`src/rtl/multi_sched.sv`:
```
// multi_sched: round-robin front end that lets two requesters share one
// bit-serial multiplier.
//
// A winning requester's operands are latched into shift registers and sent
// LSB first on M_A/M_B while M_VALID is high. The multiplier returns the
// product LSB first on M_O, starting LAT cycles after the first operand bit.
// When the last product bit is in, the owner gets a one-cycle DONE pulse and
// RES/RES_ID carry the product until the next completion.
//
// Ports:
//   CLK          clock, rising edge
//   RST          synchronous reset, active low
//   REQ0, REQ1   level requests
//   A0,B0,A1,B1  operands, W bits each
//   DONE0/DONE1  one-cycle completion pulse to the owner
//   RES, RES_ID  last product (2W bits) and its owner
//   M_VALID      operand bit valid to the multiplier
//   M_A, M_B     serial operand bits, LSB first
//   M_O          serial product bit from the multiplier, LSB first

module multi_sched #(
  parameter int W   = 4,
  parameter int LAT = 1
) (
  input  logic           CLK,
  input  logic           RST,
  input  logic           REQ0,
  input  logic           REQ1,
  input  logic [W-1:0]   A0,
  input  logic [W-1:0]   B0,
  input  logic [W-1:0]   A1,
  input  logic [W-1:0]   B1,
  output logic           DONE0,
  output logic           DONE1,
  output logic [2*W-1:0] RES,
  output logic           RES_ID,
  output logic           M_VALID,
  output logic           M_A,
  output logic           M_B,
  input  logic           M_O
);

  localparam int P    = 2 * W;
  localparam int NCYC = LAT + P;
  localparam int CW   = $clog2(NCYC + 1);

  localparam logic [CW-1:0] LAST_SEND = CW'(W - 1);
  localparam logic [CW-1:0] LAST_CNT  = CW'(NCYC - 1);
  localparam logic [CW-1:0] FIRST_SMP = CW'(LAT);

  typedef enum logic [1:0] {
    IDLE,
    SEND,
    COLLECT,
    DONE
  } state_e;

  state_e         state_q;
  logic [CW-1:0]  cnt_q;
  logic [W-1:0]   a_q;
  logic [W-1:0]   b_q;
  logic [P-1:0]   prod_q;
  logic           own_q;
  logic           ptr_q;
  logic           m_valid_q;
  logic           m_a_q;
  logic           m_b_q;
  logic           done0_q;
  logic           done1_q;
  logic [P-1:0]   res_q;
  logic           res_id_q;

  logic           gnt_d;
  logic [W-1:0]   op_a_d;
  logic [W-1:0]   op_b_d;
  logic           smp_d;
  logic [P-1:0]   prod_d;

  // ptr_q holds the last granted requester; a tie goes to the other one.
  // A lone request simply wins.
  always_comb begin
    gnt_d = REQ1;
    if (REQ0 && REQ1) begin
      gnt_d = ~ptr_q;
    end
  end

  always_comb begin
    op_a_d = gnt_d ? A1 : A0;
    op_b_d = gnt_d ? B1 : B0;
  end

  // Product bits arrive LSB first from CNT=LAT on; shifting in at the top
  // leaves bit 0 at the bottom after exactly 2W samples.
  always_comb begin
    smp_d  = (cnt_q >= FIRST_SMP);
    prod_d = prod_q;
    if (smp_d) begin
      prod_d = {M_O, prod_q[P-1:1]};
    end
  end

  always_ff @(posedge CLK) begin
    if (!RST) begin
      state_q   <= IDLE;
      cnt_q     <= '0;
      a_q       <= '0;
      b_q       <= '0;
      prod_q    <= '0;
      own_q     <= 1'b0;
      ptr_q     <= 1'b1;
      m_valid_q <= 1'b0;
      m_a_q     <= 1'b0;
      m_b_q     <= 1'b0;
      done0_q   <= 1'b0;
      done1_q   <= 1'b0;
      res_q     <= '0;
      res_id_q  <= 1'b0;
    end else begin
      done0_q <= 1'b0;
      done1_q <= 1'b0;
      unique case (state_q)
        IDLE: begin
          m_valid_q <= 1'b0;
          m_a_q     <= 1'b0;
          m_b_q     <= 1'b0;
          if (REQ0 || REQ1) begin
            own_q     <= gnt_d;
            ptr_q     <= gnt_d;
            cnt_q     <= '0;
            prod_q    <= '0;
            // Bit 0 goes out right away; the rest wait in the shifters.
            m_valid_q <= 1'b1;
            m_a_q     <= op_a_d[0];
            m_b_q     <= op_b_d[0];
            a_q       <= op_a_d >> 1;
            b_q       <= op_b_d >> 1;
            state_q   <= SEND;
          end
        end
        SEND: begin
          cnt_q  <= cnt_q + 1'b1;
          prod_q <= prod_d;
          if (cnt_q == LAST_SEND) begin
            m_valid_q <= 1'b0;
            m_a_q     <= 1'b0;
            m_b_q     <= 1'b0;
            state_q   <= COLLECT;
          end else begin
            m_a_q <= a_q[0];
            m_b_q <= b_q[0];
            a_q   <= a_q >> 1;
            b_q   <= b_q >> 1;
          end
        end
        COLLECT: begin
          m_valid_q <= 1'b0;
          m_a_q     <= 1'b0;
          m_b_q     <= 1'b0;
          prod_q    <= prod_d;
          if (cnt_q == LAST_CNT) begin
            cnt_q   <= '0;
            state_q <= DONE;
          end else begin
            cnt_q <= cnt_q + 1'b1;
          end
        end
        DONE: begin
          done0_q  <= ~own_q;
          done1_q  <= own_q;
          res_q    <= prod_q;
          res_id_q <= own_q;
          state_q  <= IDLE;
        end
        default: begin
          state_q <= IDLE;
        end
      endcase
    end
  end

  assign DONE0   = done0_q;
  assign DONE1   = done1_q;
  assign RES     = res_q;
  assign RES_ID  = res_id_q;
  assign M_VALID = m_valid_q;
  assign M_A     = m_a_q;
  assign M_B     = m_b_q;

endmodule

```
`config.mk`:
```
export PLATFORM = sky130hd
export DESIGN_NAME = multi_sched
export DESIGN_NICKNAME = d
export VERILOG_FILES = /design/src/rtl/multi_sched.sv
export SDC_FILE = /design/constraint.sdc
export NUM_CORES = 1
export LEC_CHECK = 0
export BUFFER_PORTS_ARGS = -buffer_cell sky130_fd_sc_hd__buf_2
export CAP_MARGIN = 5
export CORE_ASPECT_RATIO = 0.75
export CORE_UTILIZATION = 55
export CTS_CLUSTER_SIZE = 10
export DETAILED_ROUTE_END_ITERATION = 16
export HOLD_SLACK_MARGIN = 0.06
export PLACE_DENSITY = 0.8
export SETUP_SLACK_MARGIN = 0.4
export SLEW_MARGIN = 5
export SYNTH_ARGS = -nofsm -noshare
export SYNTH_HDL_FRONTEND = slang
export SYNTH_SLANG_ARGS = --single-unit
```
`constraint.sdc`:
```
create_clock -name CLK -period 3.3 [get_ports CLK]
set_input_delay 0.165 -clock CLK [delete_from_list [all_inputs] [get_ports CLK]]
set_output_delay 0.165 -clock CLK [all_outputs]
set_load 0.01 [all_outputs]
```
==> results of run 1 <==
## report_power, final
part | switching (W) | leakage (nW) | total, W | internal (W)
logic | 0.000313 | 0.464 | 0.000517 | 0.000204
clock network | 0.000160 | 0.0784 | 0.000539 | 0.000378
registers | 0.0000433 | 0.293 | 0.000548 | 0.000505
total | 0.000517 | 0.835 | 0.00160 | 0.00109
## registers in the layout (all words and copies together), names as in the netlist, 2 cells and up
name	cells
b_q	3
cnt_q	4
a_q	3
prod_q	8
state_q	2
RES	8
## cells by family (layout without fill, tap and decap cells)
logic type,after synthesis,in the layout,synth area share (%)
flops,36,36,41.3
compound gates,44,44,15.8
simple gates,69,69,20.6
buf+inv,17,47,4.16
fa+ha+maj,8,8,5.73
mux,20,20,12.5
## cells in the mapped netlist (2+ instances only)
cell type	instances	share of area, %
sky130_fd_sc_hd__buf_2	4	1.1
sky130_fd_sc_hd__mux2_2	5	3.2
sky130_fd_sc_hd__or4_1	3	1.3
sky130_fd_sc_hd__mux2i_1	14	8.0
sky130_fd_sc_hd__a21oi_1	20	5.7
sky130_fd_sc_hd__a41oi_1	2	1.0
sky130_fd_sc_hd__nor3_1	2	0.57
sky130_fd_sc_hd__dfxtp_1	36	41
sky130_fd_sc_hd__nand2_1	16	3.4
sky130_fd_sc_hd__clkbuf_1	7	1.5
sky130_fd_sc_hd__inv_1	5	1.1
sky130_fd_sc_hd__ha_1	8	5.7
sky130_fd_sc_hd__nand3_1	13	3.7
sky130_fd_sc_hd__and3_1	3	1.1
sky130_fd_sc_hd__o21ai_0	10	2.9
sky130_fd_sc_hd__o2111ai_1	4	2.0
sky130_fd_sc_hd__nand2b_1	6	2.1
sky130_fd_sc_hd__nor2_1	18	3.9
## path summary, 6_finish.rpt
| kind | endpoint | slack (ns) |
|---|---|---|
| worst min register to register | DONE0 | 0.46 |
| worst max register to register | cnt_q[3] | 1.09 |
| worst max-delay path | cnt_q[3] | 1.09 |
| worst min-delay path | ptr_q | 0.13 |
## per-layer routing
metal	wire, um	GRT usage, %	vias up	share of wire (%)
li1	-	-	753	-
met1	1720	28.8	714	47
met2	1780	39.3	28	48
met3	150	6.14	6	4.1
met4	40	8.51	0	1.1
met5	0	0	-	0
## final cells by class
class / instances / area (um^2) / share of cell area (%)
Timing Repair Buffer: 34 / 170 / 8.22
Sequential cell: 36 / 721 / 34.8
Clock buffer: 5 / 68.8 / 3.33
Clock inverter: 3 / 90.1 / 4.35
Tap cell: 38 / 47.5 / 2.30
Multi-Input combinational cell: 141 / 953 / 46.1
Inverter: 5 / 18.8 / 0.907
## through the flow
step	setup slack [ns]	hold WS, ns	total power [W]	cell area (um^2)	utilization, %
2_1_floorplan	1.51	0.254	0.000948	1750	-
3_5_place_dp	1.18	0.430	0.00107	1910	64.2
6_report	1.09	0.133	0.00160	2070	69.5
3_3_place_gp	1.32	0.419	0.00103	1910	64.2
4_1_cts	1.12	0.134	0.00160	2070	69.5
5_1_grt	0.996	0.147	0.00169	2070	69.5
==> out/summary.json, run 1 <==
{
  "nFillCells": {"value": 239},
  "cts_resized": {"value": 0},
  "die_height": {"value": 50.8, "unit": "um"},
  "finalSetupViolations": {"value": 0},
  "yosys_warnings": {"value": 0},
  "setup.worst_path.start_class": {"value": "flip-flop"},
  "post-dp-hpwl": {"value": 2.58, "unit": "mm"},
  "rsz0062_at_grt": {"value": "no"},
  "wire_length_after_detailed_routing": {"value": 3.69, "unit": "mm"},
  "antenna-diode-count": {"value": 0},
  "powerDensity": {"value": 775, "unit": "nW/um^2"},
  "syn_area": {"value": 1750, "unit": "um^2"},
  "holdPathStages": {"value": 2},
  "clk_pin_slew_worst_paths": {"value": 0.07, "unit": "ns"},
  "cts.htree.levels": {"value": 2},
  "fin_crit": {"value": 2.21, "unit": "ns"},
  "critPathArrivalTime": {"value": 2.41, "unit": "ns"},
  "reg2reg_depth": {"value": 5},
  "initial_core_util": {"value": 58.7, "unit": "%"},
  "timing.critical_path.slowest_stage_cell": {"value": "sky130_fd_sc_hd__ha_1"},
  "antenna_violations_before_repair": {"value": 0},
  "postSynthCellCount": {"value": 194},
  "worst_ep_required_time": {"value": 3.50, "unit": "ns"},
  "synth_nets": {"value": 223},
  "max_slew.worst_pin.slew": {"value": 0.921, "unit": "ns"},
  "nNetsFinal": {"value": 252},
  "max_cap_violations": {"value": 0},
  "yosys.cell_types.count": {"value": 36},
  "timing.critical_path.depth": {"value": 5},
  "relative_max_transition_margin": {"value": 38.5, "unit": "%"},
  "fp.dieW": {"value": 67.1, "unit": "um"},
  "postSynth.asyncResetShare": {"value": 0, "unit": "%"},
  "cts_tree": {"value": "yes"},
  "crit_chain": {"value": "inv_1, ha_1, o21ai_0, or4_1, a31oi_1"},
  "placeableCoreArea": {"value": 2980, "unit": "um^2"},
  "global_route.overflow_total": {"value": 0},
  "synth_enable_flop_cells": {"value": 0},
  "top_library_cells_by_usage_in_the_layout_fill_and_taps_aside": {"value": "sky130_fd_sc_hd__dfxtp_1, sky130_fd_sc_hd__buf_2, sky130_fd_sc_hd__a21oi_1"},
  "drt-wirelength-per-cell": {"value": 14.1, "unit": "um"},
  "antenna_violating_nets_post_route": {"value": 0},
  "area_growth_syn_to_layout": {"value": 18.5, "unit": "%"},
  "final_layout_size_suffix_gt1_share": {"value": 23.7, "unit": "%"},
  "cts_hold_buffers": {"value": 0},
  "clkLatencyLatePin": {"value": 0.29, "unit": "ns"},
  "dr_total_vias": {"value": 1501},
  "drt_pre_antenna_iters": {"value": 5},
  "drcViolationCount": {"value": 0},
  "final_common_cell": {"value": "sky130_fd_sc_hd__dfxtp_1"},
  "post-cts-setup-buffers": {"value": 0},
  "routability_driven_placement_congestion_ratio": {"value": 0.829},
  "worst_path_largest_cell_delay": {"value": 0.66, "unit": "ns"},
  "floorplan.io_pins": {"value": 35},
  "dieArea": {"value": 3410, "unit": "um^2"},
  "worst-setup-path-type": {"value": "reg2reg"},
  "drt_first_iter_violations": {"value": 92},
  "path_buf_inv": {"value": 1},
  "startpoint": {"value": "state_q[1]"},
  "post_layout_nonfiller_instances": {"value": 262},
  "timing.hold.worst.start": {"value": "RST"},
  "drt-vias-per-instance": {"value": 5.73},
  "first_global_vias": {"value": 1374},
  "maxSlewViolCount": {"value": 0},
  "cts-root-to-sink-buffers": {"value": 2},
  "post-place-cells": {"value": 254},
  "post-route-period-util": {"value": 66.9, "unit": "%"},
  "place.port_buffers": {"value": 34},
  "setup-tns-final": {"value": 0, "unit": "ns"},
  "groute.usage.overall": {"value": 23.5, "unit": "%"},
  "yosysSeqAreaShare": {"value": 41.3, "unit": "%"},
  "synthFlopType": {"value": "sky130_fd_sc_hd__dfxtp_1"},
  "highest_clock_frequency_the_design_can_meet": {"value": 0.453, "unit": "GHz"},
  "grt_first_pass_wirelength": {"value": 5.99, "unit": "mm"},
  "placementRows": {"value": 17},
  "cts_buffers": {"value": 5},
  "path_delay_family": {"value": "adder cells"},
  "peakVddDrop": {"value": 0.358, "unit": "mV"},
  "final-hold-violation-count": {"value": 0},
  "critPathCaptureType": {"value": "flip-flop"},
  "run_status": {"value": "completed"},
  "hold_path_class": {"value": "in2reg"},
  "clock_tree.root_cell": {"value": "sky130_fd_sc_hd__clkbuf_8"},
  "postSynthRegisterBits": {"value": 36},
  "finalClockSkew": {"value": 0.00842, "unit": "ns"},
  "worst-path-max-fanout": {"value": 19},
  "synth_area_per_cell": {"value": 9.00, "unit": "um^2"},
  "cts_num_sinks": {"value": 36},
  "r2r_start": {"value": "state_q[1]"},
  "maximum_number_of_pins_on_one_net_before_global_route_repair": {"value": 32},
  "p_leak": {"value": 0.835, "unit": "nW"}
}
No activity file was read; power rests on OpenSTA's default activity.
==> inputs of run 2 (changes only) <==
--- a/config.mk
+++ b/config.mk
@@ -5,14 +5,15 @@
 export SDC_FILE = /design/constraint.sdc
 export NUM_CORES = 1
 export LEC_CHECK = 0
+export ABC_AREA = 1
 export BUFFER_PORTS_ARGS = -buffer_cell sky130_fd_sc_hd__buf_2
 export CAP_MARGIN = 5
 export CORE_ASPECT_RATIO = 0.75
-export CORE_UTILIZATION = 55
+export CORE_UTILIZATION = 49
 export CTS_CLUSTER_SIZE = 10
 export DETAILED_ROUTE_END_ITERATION = 16
 export HOLD_SLACK_MARGIN = 0.06
-export PLACE_DENSITY = 0.8
+export PLACE_DENSITY = 0.75
 export SETUP_SLACK_MARGIN = 0.4
 export SLEW_MARGIN = 5
 export SYNTH_ARGS = -nofsm -noshare
==> constraint.sdc (replaced) <==
create_clock -name CLK -period 2 [get_ports CLK]
set_input_delay 0.1 -clock CLK [delete_from_list [all_inputs] [get_ports CLK]]
set_output_delay 0.1 -clock CLK [all_outputs]
set_load 0.01 [all_outputs]
==> out/summary.json, run 2 <==
{
  "yosys_warnings": {"value": 0, "change": "unchanged"},
  "placementRows": {"value": 18, "change": "+1"},
  "antenna_violations_before_repair": {"value": 0, "change": "unchanged"},
  "floorplan.io_pins": {"value": 35, "change": "unchanged"},
  "top_library_cells_by_usage_in_the_layout_fill_and_taps_aside": {"value": "sky130_fd_sc_hd__nand2_1, sky130_fd_sc_hd__dfxtp_1, sky130_fd_sc_hd__buf_2"},
  "post-place-cells": {"value": 327, "change": "+29%"},
  "crit_chain": {"value": "inv_1, ha_2, or2_2, nand3_4, nand2_1, nand2_1, nor2_1"},
  "setup.worst_path.start_class": {"value": "flip-flop"},
  "r2r_slack": {"value": 0.49, "unit": "ns", "change": "-0.61 ns"},
  "clk_pin_slew_worst_paths": {"value": 0.08, "unit": "ns", "change": "about the same"},
  "die_height": {"value": 54.3, "unit": "um", "change": "+6.9%"},
  "final-hold-violation-count": {"value": 0, "change": "unchanged"},
  "reg2reg_to": {"value": "b_q[0]"},
  "worst-path-max-fanout": {"value": 8, "change": "-11"},
  "drt-wirelength-per-cell": {"value": 11.8, "unit": "um", "change": "-16%"},
  "critPathArrivalTime": {"value": 1.70, "unit": "ns", "change": "-0.71 ns"},
  "holdPathStages": {"value": 5, "change": "+3"},
  "cts.htree.levels": {"value": 2, "change": "unchanged"},
  "first_global_vias": {"value": 1339, "change": "-2.5%"},
  "synth_area_per_cell": {"value": 6.93, "unit": "um^2", "change": "-23%"},
  "grt_first_pass_wirelength": {"value": 6.22, "unit": "mm", "change": "+3.8%"},
  "antenna-diode-count": {"value": 0, "change": "unchanged"},
  "synth_largest_area_cell": {"value": "sky130_fd_sc_hd__dfxtp_1"},
  "critPathMostFrequentCell": {"value": "sky130_fd_sc_hd__nand2_1"},
  "dpl_worst_slack": {"value": 0.325, "unit": "ns", "change": "-0.852 ns"},
  "finalSetupViolations": {"value": 0, "change": "unchanged"},
  "finalClockSkew": {"value": 0.00774, "unit": "ns", "change": "-0.000684 ns"},
  "run_status": {"value": "completed"},
  "antenna_violating_nets_post_route": {"value": 0, "change": "unchanged"},
  "synth.most_common_cell": {"value": "sky130_fd_sc_hd__nand2_1"},
  "drt_first_iter_violations": {"value": 125, "change": "+36%"},
  "worst_path_largest_cell_delay": {"value": 0.38, "unit": "ns", "change": "-0.28 ns"},
  "critPathCaptureType": {"value": "flip-flop"},
  "post-route-period-util": {"value": 75.6, "unit": "%", "change": "+8.7 points"},
  "area_growth_syn_to_layout": {"value": 21.6, "unit": "%"},
  "worst-setup-path-type": {"value": "reg2reg"},
  "worst_ep_required_time": {"value": 2.19, "unit": "ns", "change": "-1.31 ns"},
  "placeableCoreArea": {"value": 3380, "unit": "um^2", "change": "+13%"},
  "post-dp-hpwl": {"value": 2.60, "unit": "mm", "change": "+0.49%"},
  "postSynthCellCount": {"value": 258, "change": "+33%"},
  "dieArea": {"value": 3900, "unit": "um^2", "change": "+14%"},
  "yosysSeqAreaShare": {"value": 40.3, "unit": "%", "change": "-0.98 points"},
  "relative_max_transition_margin": {"value": 73.6, "unit": "%", "change": "+35 points"},
  "postSynthRegisterBits": {"value": 36, "change": "unchanged"},
  "synth_largest_type_area_fraction": {"value": 40.3, "unit": "%", "change": "-0.98 points"},
  "global_route.overflow_total": {"value": 0, "change": "unchanged"},
  "synthFlopType": {"value": "sky130_fd_sc_hd__dfxtp_1"},
  "final_layout_size_suffix_gt1_share": {"value": 21.5, "unit": "%", "change": "-2.2 points"},
  "path_delay_family": {"value": "simple AND/OR/NAND/NOR gates"},
  "synth_nets": {"value": 287, "change": "+29%"},
  "setup-tns-final": {"value": 0, "unit": "ns", "change": "unchanged"},
  "cts-root-to-sink-buffers": {"value": 2, "change": "unchanged"},
  "postLayoutCellArea": {"value": 2180, "unit": "um^2", "change": "+5.1%"},
  "drt-vias-per-instance": {"value": 5.05, "change": "-12%"},
  "timing.critical_path.slowest_stage_cell": {"value": "sky130_fd_sc_hd__or2_2"},
  "fp.dieW": {"value": 71.8, "unit": "um", "change": "+7.0%"},
  "nNetsFinal": {"value": 326, "change": "+29%"},
  "yosys.cell_types.count": {"value": 22, "change": "-39%"},
  "hold_path_class": {"value": "in2reg"},
  "max_cap_violations": {"value": 0, "change": "unchanged"},
  "maximum_number_of_pins_on_one_net_before_global_route_repair": {"value": 22, "change": "-31%"},
  "peakVddDrop": {"value": 0.725, "unit": "mV", "change": "+100%"},
  "routability_driven_placement_congestion_ratio": {"value": 0.847, "change": "+2.2%"},
  "worst_setup_slack_final": {"value": 0.488, "unit": "ns", "change": "-0.605 ns"},
  "maxSlewViolCount": {"value": 0, "change": "unchanged"},
  "postPlaceCellArea": {"value": 1980, "unit": "um^2", "change": "+3.6%"},
  "clock_tree.root_cell": {"value": "sky130_fd_sc_hd__clkbuf_8"},
  "postSynth.asyncResetShare": {"value": 0, "unit": "%", "change": "unchanged"},
  "rsz0062_at_grt": {"value": "yes"},
  "place.port_buffers": {"value": 34, "change": "unchanged"},
  "synth_enable_flop_cells": {"value": 0, "change": "unchanged"},
  "max_slew.worst_pin.slew": {"value": 0.396, "unit": "ns", "change": "-0.525 ns"},
  "dr_total_vias": {"value": 1707, "change": "+14%"},
  "drcViolationCount": {"value": 0, "change": "unchanged"},
  "syn_area": {"value": 1790, "unit": "um^2", "change": "+2.4%"},
  "netlist_top_cells_area": {"value": "sky130_fd_sc_hd__dfxtp_1, sky130_fd_sc_hd__nand2_1, sky130_fd_sc_hd__nor2_1"},
  "r2r_start": {"value": "state_q[0]"},
  "drt_pre_antenna_iters": {"value": 4, "change": "-1"},
  "path_buf_inv": {"value": 1, "change": "unchanged"},
  "final_common_cell": {"value": "sky130_fd_sc_hd__nand2_1"},
  "nFillCells": {"value": 292, "change": "+22%"},
  "groute.usage.overall": {"value": 21.8, "unit": "%", "change": "-1.7 points"},
  "post_layout_nonfiller_instances": {"value": 338, "change": "+29%"},
  "fin_crit": {"value": 1.51, "unit": "ns", "change": "-0.695 ns"},
  "powerDensity": {"value": 1500, "unit": "nW/um^2", "change": "+93%"},
  "netlist_top_cells_count": {"value": "sky130_fd_sc_hd__nand2_1, sky130_fd_sc_hd__dfxtp_1, sky130_fd_sc_hd__nor2_1"},
  "timing.hold.worst.start": {"value": "M_O"},
  "p_leak": {"value": 1.08, "unit": "nW", "change": "+29%"},
  "cts_num_sinks": {"value": 36, "change": "unchanged"},
  "wire_length_after_detailed_routing": {"value": 3.99, "unit": "mm", "change": "+8.1%"},
  "hold-worst-slack": {"value": 0.128, "unit": "ns", "change": "-0.00463 ns"},
  "cts_tree": {"value": "yes"},
  "reg2reg_depth": {"value": 7, "change": "+2"},
  "initial_core_util": {"value": 53.0, "unit": "%", "change": "-5.7 points"},
  "clkLatencyLatePin": {"value": 0.30, "unit": "ns", "change": "about the same"},
  "cts_buffers": {"value": 5, "change": "unchanged"},
  "worst_hold_path.endpoint": {"value": "prod_q[7]"},
  "highest_clock_frequency_the_design_can_meet": {"value": 0.662, "unit": "GHz", "change": "+46%"}
}
==> run 2: cell types whose count changed after synthesis, moves of 5 or more <==
cell                       previous run  this run
sky130_fd_sc_hd__mux2_2               5         0
sky130_fd_sc_hd__mux2i_1             14         0
sky130_fd_sc_hd__a22o_1               0         8
sky130_fd_sc_hd__nand3_1             13        18
sky130_fd_sc_hd__nor2_1              18        34
sky130_fd_sc_hd__nand4_1              0         7
sky130_fd_sc_hd__nand2b_1             6         0
sky130_fd_sc_hd__clkbuf_1             7         1
sky130_fd_sc_hd__nand2_1             16        85
sky130_fd_sc_hd__o21ai_0             10         2
sky130_fd_sc_hd__inv_1                5        23
==> run 2: worst min-delay path: stages <==
cell and delay, ns:
sky130_fd_sc_hd__buf_2 0.08, sky130_fd_sc_hd__nand2_1 0.04, sky130_fd_sc_hd__nand3_1 0.07, sky130_fd_sc_hd__nand2_1 0.04
sky130_fd_sc_hd__nor2_1 0.07
==> run 2: cell type report <==
| class | instances | area [um^2] | area share [%] |
|---|---|---|---|
| clock buffers | 5 | 68.8 | 3.16 |
| clock inverters | 3 | 42.5 | 1.96 |
| inverters | 26 | 97.6 | 4.49 |
| multi-input cells | 190 | 981 | 45.1 |
| flip-flops and latches | 36 | 723 | 33.2 |
| well taps | 40 | 50.0 | 2.30 |
| repair buffers | 38 | 213 | 9.78 |
==> run 2: per-layer routing <==
metal	share of wire (%)	up-vias	GRT usage, %
met1	52	748	30.2
met2	41	52	31.3
met4	1.8	0	12.7
li1	-	901	-
met5	0	-	0
met3	4.5	6	4.97
==> run 2: stage by stage <==
stage	util [%]	total power [W]
floorplan	-	0.00212
global placement	58.6	0.00232
detailed placement	58.6	0.00235
CTS	62.5	0.00306
global route	64.4	0.00351
finish	64.4	0.00326
==> run 2: cells by family after synthesis <==
kind of cell               share of synthesized area [%]
AOI/OAI and AO/OA                                   10.8
buffers and inverters                               7.97
adders and majority gates                           5.59
DFF                                                 40.3
and+or+nand+nor                                     35.4
==> run 2: what timing repair did <==
item | in CTS | in global routing
setup endpoints to repair | 15 | 17
hold endpoints to repair | 0 | 0
pin swaps | 0 | 3
hold buffers | 0 | 0
buffers inserted | 0 | 2
gates resized for setup | 4 | 8
gates cloned | 0 | 1
==> run 2: power breakdown <==
part           switching, W  total [W]  leakage (nW)  internal (W)
Clock              0.000273   0.000641        0.0541      0.000369
Combinational      0.000993    0.00162         0.730      0.000629
Sequential         0.000110    0.00100         0.295      0.000890
Total               0.00138    0.00326          1.08       0.00189
==> run 2: worst max path at each step <==
stage | cells past startpoint | endpoint | start | slack, ns
floorplan | 8 | prod_q[0] | state_q[0] | 0.55
global placement | 7 | prod_q[5] | state_q[0] | 0.38
detailed placement | 7 | prod_q[2] | state_q[0] | 0.33
CTS | 7 | prod_q[0] | state_q[0] | 0.41
global route | 8 | prod_q[3] | state_q[1] | 0.37
finish | 7 | b_q[0] | state_q[0] | 0.49
==> inputs of run 3 (changes only) <==
==> constraint.sdc (replaced) <==
create_clock -name CLK -period 1.25 [get_ports CLK]
set_input_delay 0.0625 -clock CLK [delete_from_list [all_inputs] [get_ports CLK]]
set_output_delay 0.0625 -clock CLK [all_outputs]
set_load 0.01 [all_outputs]
==> out/summary.json, run 3 (same netlist as run 2, synthesis figures left out) <==
{
  "clkLatencyLatePin": {"value": 0.29, "unit": "ns", "change": "about the same"},
  "antenna_violations_before_repair": {"value": 0, "change": "unchanged"},
  "maxSlewViolCount": {"value": 0, "change": "unchanged"},
  "post-route-period-util": {"value": 115, "unit": "%", "change": "+40 points"},
  "postLayoutCellArea": {"value": 2700, "unit": "um^2", "change": "+24%"},
  "finalClockSkew": {"value": 0.0115, "unit": "ns", "change": "+0.00371 ns"},
  "drt_pre_antenna_iters": {"value": 4, "change": "unchanged"},
  "max_cap_violations": {"value": 0, "change": "unchanged"},
  "routability_driven_placement_congestion_ratio": {"value": 0.837, "change": "-1.1%"},
  "worst_setup_slack_final": {"value": -0.193, "unit": "ns", "change": "-0.681 ns"},
  "groute.usage.overall": {"value": 27.3, "unit": "%", "change": "+5.5 points"},
  "drt-wirelength-per-cell": {"value": 15.0, "unit": "um", "change": "+27%"},
  "finalSetupViolations": {"value": 21, "change": "+21"},
  "path_buf_inv": {"value": 3, "change": "+2"},
  "postPlaceCellArea": {"value": 2210, "unit": "um^2", "change": "+12%"},
  "rsz0062_at_grt": {"value": "yes"},
  "setup.worst_path.start_class": {"value": "flip-flop"},
  "relative_max_transition_margin": {"value": 73.1, "unit": "%", "change": "-0.53 points"},
  "final_common_cell": {"value": "sky130_fd_sc_hd__nand2_1"},
  "critPathMostFrequentCell": {"value": "sky130_fd_sc_hd__inv_4"},
  "first_global_vias": {"value": 1655, "change": "+24%"},
  "floorplan.io_pins": {"value": 35, "change": "unchanged"},
  "cts-root-to-sink-buffers": {"value": 2, "change": "unchanged"},
  "wl_met1": {"value": 2.45, "unit": "mm", "change": "+17%"},
  "route.met3.wl": {"value": 389, "unit": "um", "change": "+110%"},
  "peakVddDrop": {"value": 1.59, "unit": "mV", "change": "+120%"},
  "clk_pin_slew_worst_paths": {"value": 0.08, "unit": "ns", "change": "about the same"},
  "powerDensity": {"value": 2450, "unit": "nW/um^2", "change": "+64%"},
  "max_slew.worst_pin.slew": {"value": 0.404, "unit": "ns", "change": "+0.00753 ns"},
  "worst_ep_required_time": {"value": 1.47, "unit": "ns", "change": "-0.72 ns"},
  "die_height": {"value": 54.3, "unit": "um", "change": "unchanged"},
  "setup-tns-final": {"value": -2.26, "unit": "ns", "change": "-2.26 ns"},
  "antenna-diode-count": {"value": 0, "change": "unchanged"},
  "crit_chain": {"value": "inv_4, ha_4, inv_4, nor2_4, nand3_4, clkbuf_16, nand3_1, nand2_1, nor2_1"},
  "run_status": {"value": "finished, violations left"},
  "fin_crit": {"value": 1.44, "unit": "ns", "change": "-0.0692 ns"},
  "dpl_worst_slack": {"value": -0.142, "unit": "ns", "change": "-0.467 ns"},
  "hold_path_class": {"value": "in2reg"},
  "post-dp-hpwl": {"value": 2.86, "unit": "mm", "change": "+10%"},
  "final_layout_size_suffix_gt1_share": {"value": 43.2, "unit": "%", "change": "+22 points"},
  "critPathArrivalTime": {"value": 1.66, "unit": "ns", "change": "-0.04 ns"},
  "antenna_violating_nets_post_route": {"value": 0, "change": "unchanged"},
  "worst-path-max-fanout": {"value": 8, "change": "unchanged"},
  "initial_core_util": {"value": 53.0, "unit": "%", "change": "unchanged"},
  "global_route.overflow_total": {"value": 0, "change": "unchanged"},
  "cts_tree": {"value": "yes"},
  "p_leak": {"value": 1.26, "unit": "nW", "change": "+17%"},
  "placementRows": {"value": 18, "change": "unchanged"},
  "placeableCoreArea": {"value": 3380, "unit": "um^2", "change": "unchanged"},
  "dr_total_vias": {"value": 1962, "change": "+15%"},
  "place.port_buffers": {"value": 34, "change": "unchanged"},
  "grt_first_pass_wirelength": {"value": 7.91, "unit": "mm", "change": "+27%"},
  "cts.htree.levels": {"value": 2, "change": "unchanged"},
  "drt_first_iter_violations": {"value": 136, "change": "+8.8%"},
  "worst-setup-path-type": {"value": "reg2reg"},
  "wl_met2": {"value": 2.52, "unit": "mm", "change": "+54%"},
  "highest_clock_frequency_the_design_can_meet": {"value": 0.693, "unit": "GHz", "change": "+4.8%"},
  "area_growth_syn_to_layout": {"value": 50.6, "unit": "%"},
  "nNetsFinal": {"value": 352, "change": "+8.0%"},
  "dieArea": {"value": 3900, "unit": "um^2", "change": "unchanged"},
  "critPathCaptureType": {"value": "flip-flop"},
  "failed_checks": {"value": "setup timing"},
  "path_delay_family": {"value": "simple AND/OR/NAND/NOR gates"},
  "clock_tree.root_cell": {"value": "sky130_fd_sc_hd__clkbuf_8"},
  "top_library_cells_by_usage_in_the_layout_fill_and_taps_aside": {"value": "sky130_fd_sc_hd__nand2_1, sky130_fd_sc_hd__buf_2, sky130_fd_sc_hd__nor2_1"},
  "timing.critical_path.slowest_stage_cell": {"value": "sky130_fd_sc_hd__dfxtp_2"},
  "drcViolationCount": {"value": 0, "change": "unchanged"},
  "fp.dieW": {"value": 71.8, "unit": "um", "change": "unchanged"},
  "final_util": {"value": 79.8, "unit": "%", "change": "+15 points"},
  "wire_length_after_detailed_routing": {"value": 5.45, "unit": "mm", "change": "+37%"},
  "highest_layer": {"value": "met4"},
  "final-hold-violation-count": {"value": 0, "change": "unchanged"},
  "drt-vias-per-instance": {"value": 5.39, "change": "+6.7%"},
  "cts_buffers": {"value": 5, "change": "unchanged"},
  "worst_path_largest_cell_delay": {"value": 0.35, "unit": "ns", "change": "-0.03 ns"},
  "cts_num_sinks": {"value": 36, "change": "unchanged"},
  "maximum_number_of_pins_on_one_net_before_global_route_repair": {"value": 20, "change": "-9.1%"}
}
-- run 3: worst paths after layout --
kind	cells after the start	slack (ns)	start	end
max	9	-0.19	state_q[1]	prod_q[2]
min	5	0.10	M_O	prod_q[7]
max reg2reg	9	-0.19	state_q[1]	prod_q[2]
min reg2reg	2	0.45	RES_ID	RES_ID
-- run 3: cell type report --
type | instances | area (um^2)
clock buffers | 6 | 72.6
multi-input cells | 190 | 1240
flip-flops and latches | 36 | 733
repair inverters | 2 | 16.3
inverters | 26 | 110
fillers | 229 | 683
clock inverters | 2 | 35.0
well taps | 40 | 50.0
repair buffers | 62 | 440
-- run 3: stage by stage --
step                std cells  hold WS (ns)  power (W)
floorplan                 258         0.226    0.00355
global route              364         0.124    0.00701
detailed placement        348         0.402    0.00435
CTS                       363         0.112    0.00603
finish                    364         0.104    0.00662
global placement          348         0.402    0.00430
-- run 3: tightest hold or removal path, cell delays in order --
cell                      delay (ns)
sky130_fd_sc_hd__buf_2          0.07
sky130_fd_sc_hd__nand2_1        0.04
sky130_fd_sc_hd__nand3_1        0.07
sky130_fd_sc_hd__nand2_1        0.05
sky130_fd_sc_hd__nor2_1         0.07
-- run 3: timing repair --
item                                    in CTS  in global routing
cloned                                       4                  1
resized for setup                           56                 18
endpoints found under the setup margin      36                 41
hold buffers                                 0                  0
pin swaps                                   28                 11
setup buffers                                3                  0
-- run 3: per-layer routing --
metal,GRT usage [%],up-vias
met2,42.6,97
met1,37.6,890
met4,11.1,0
met5,0,-
li1,-,964
met3,5.34,11
-- run 3: report_power, final --
part | total (W) | internal (W) | switching (W)
Combinational | 0.00396 | 0.00177 | 0.00219
Sequential | 0.00164 | 0.00143 | 0.000210
Clock | 0.00102 | 0.000592 | 0.000424
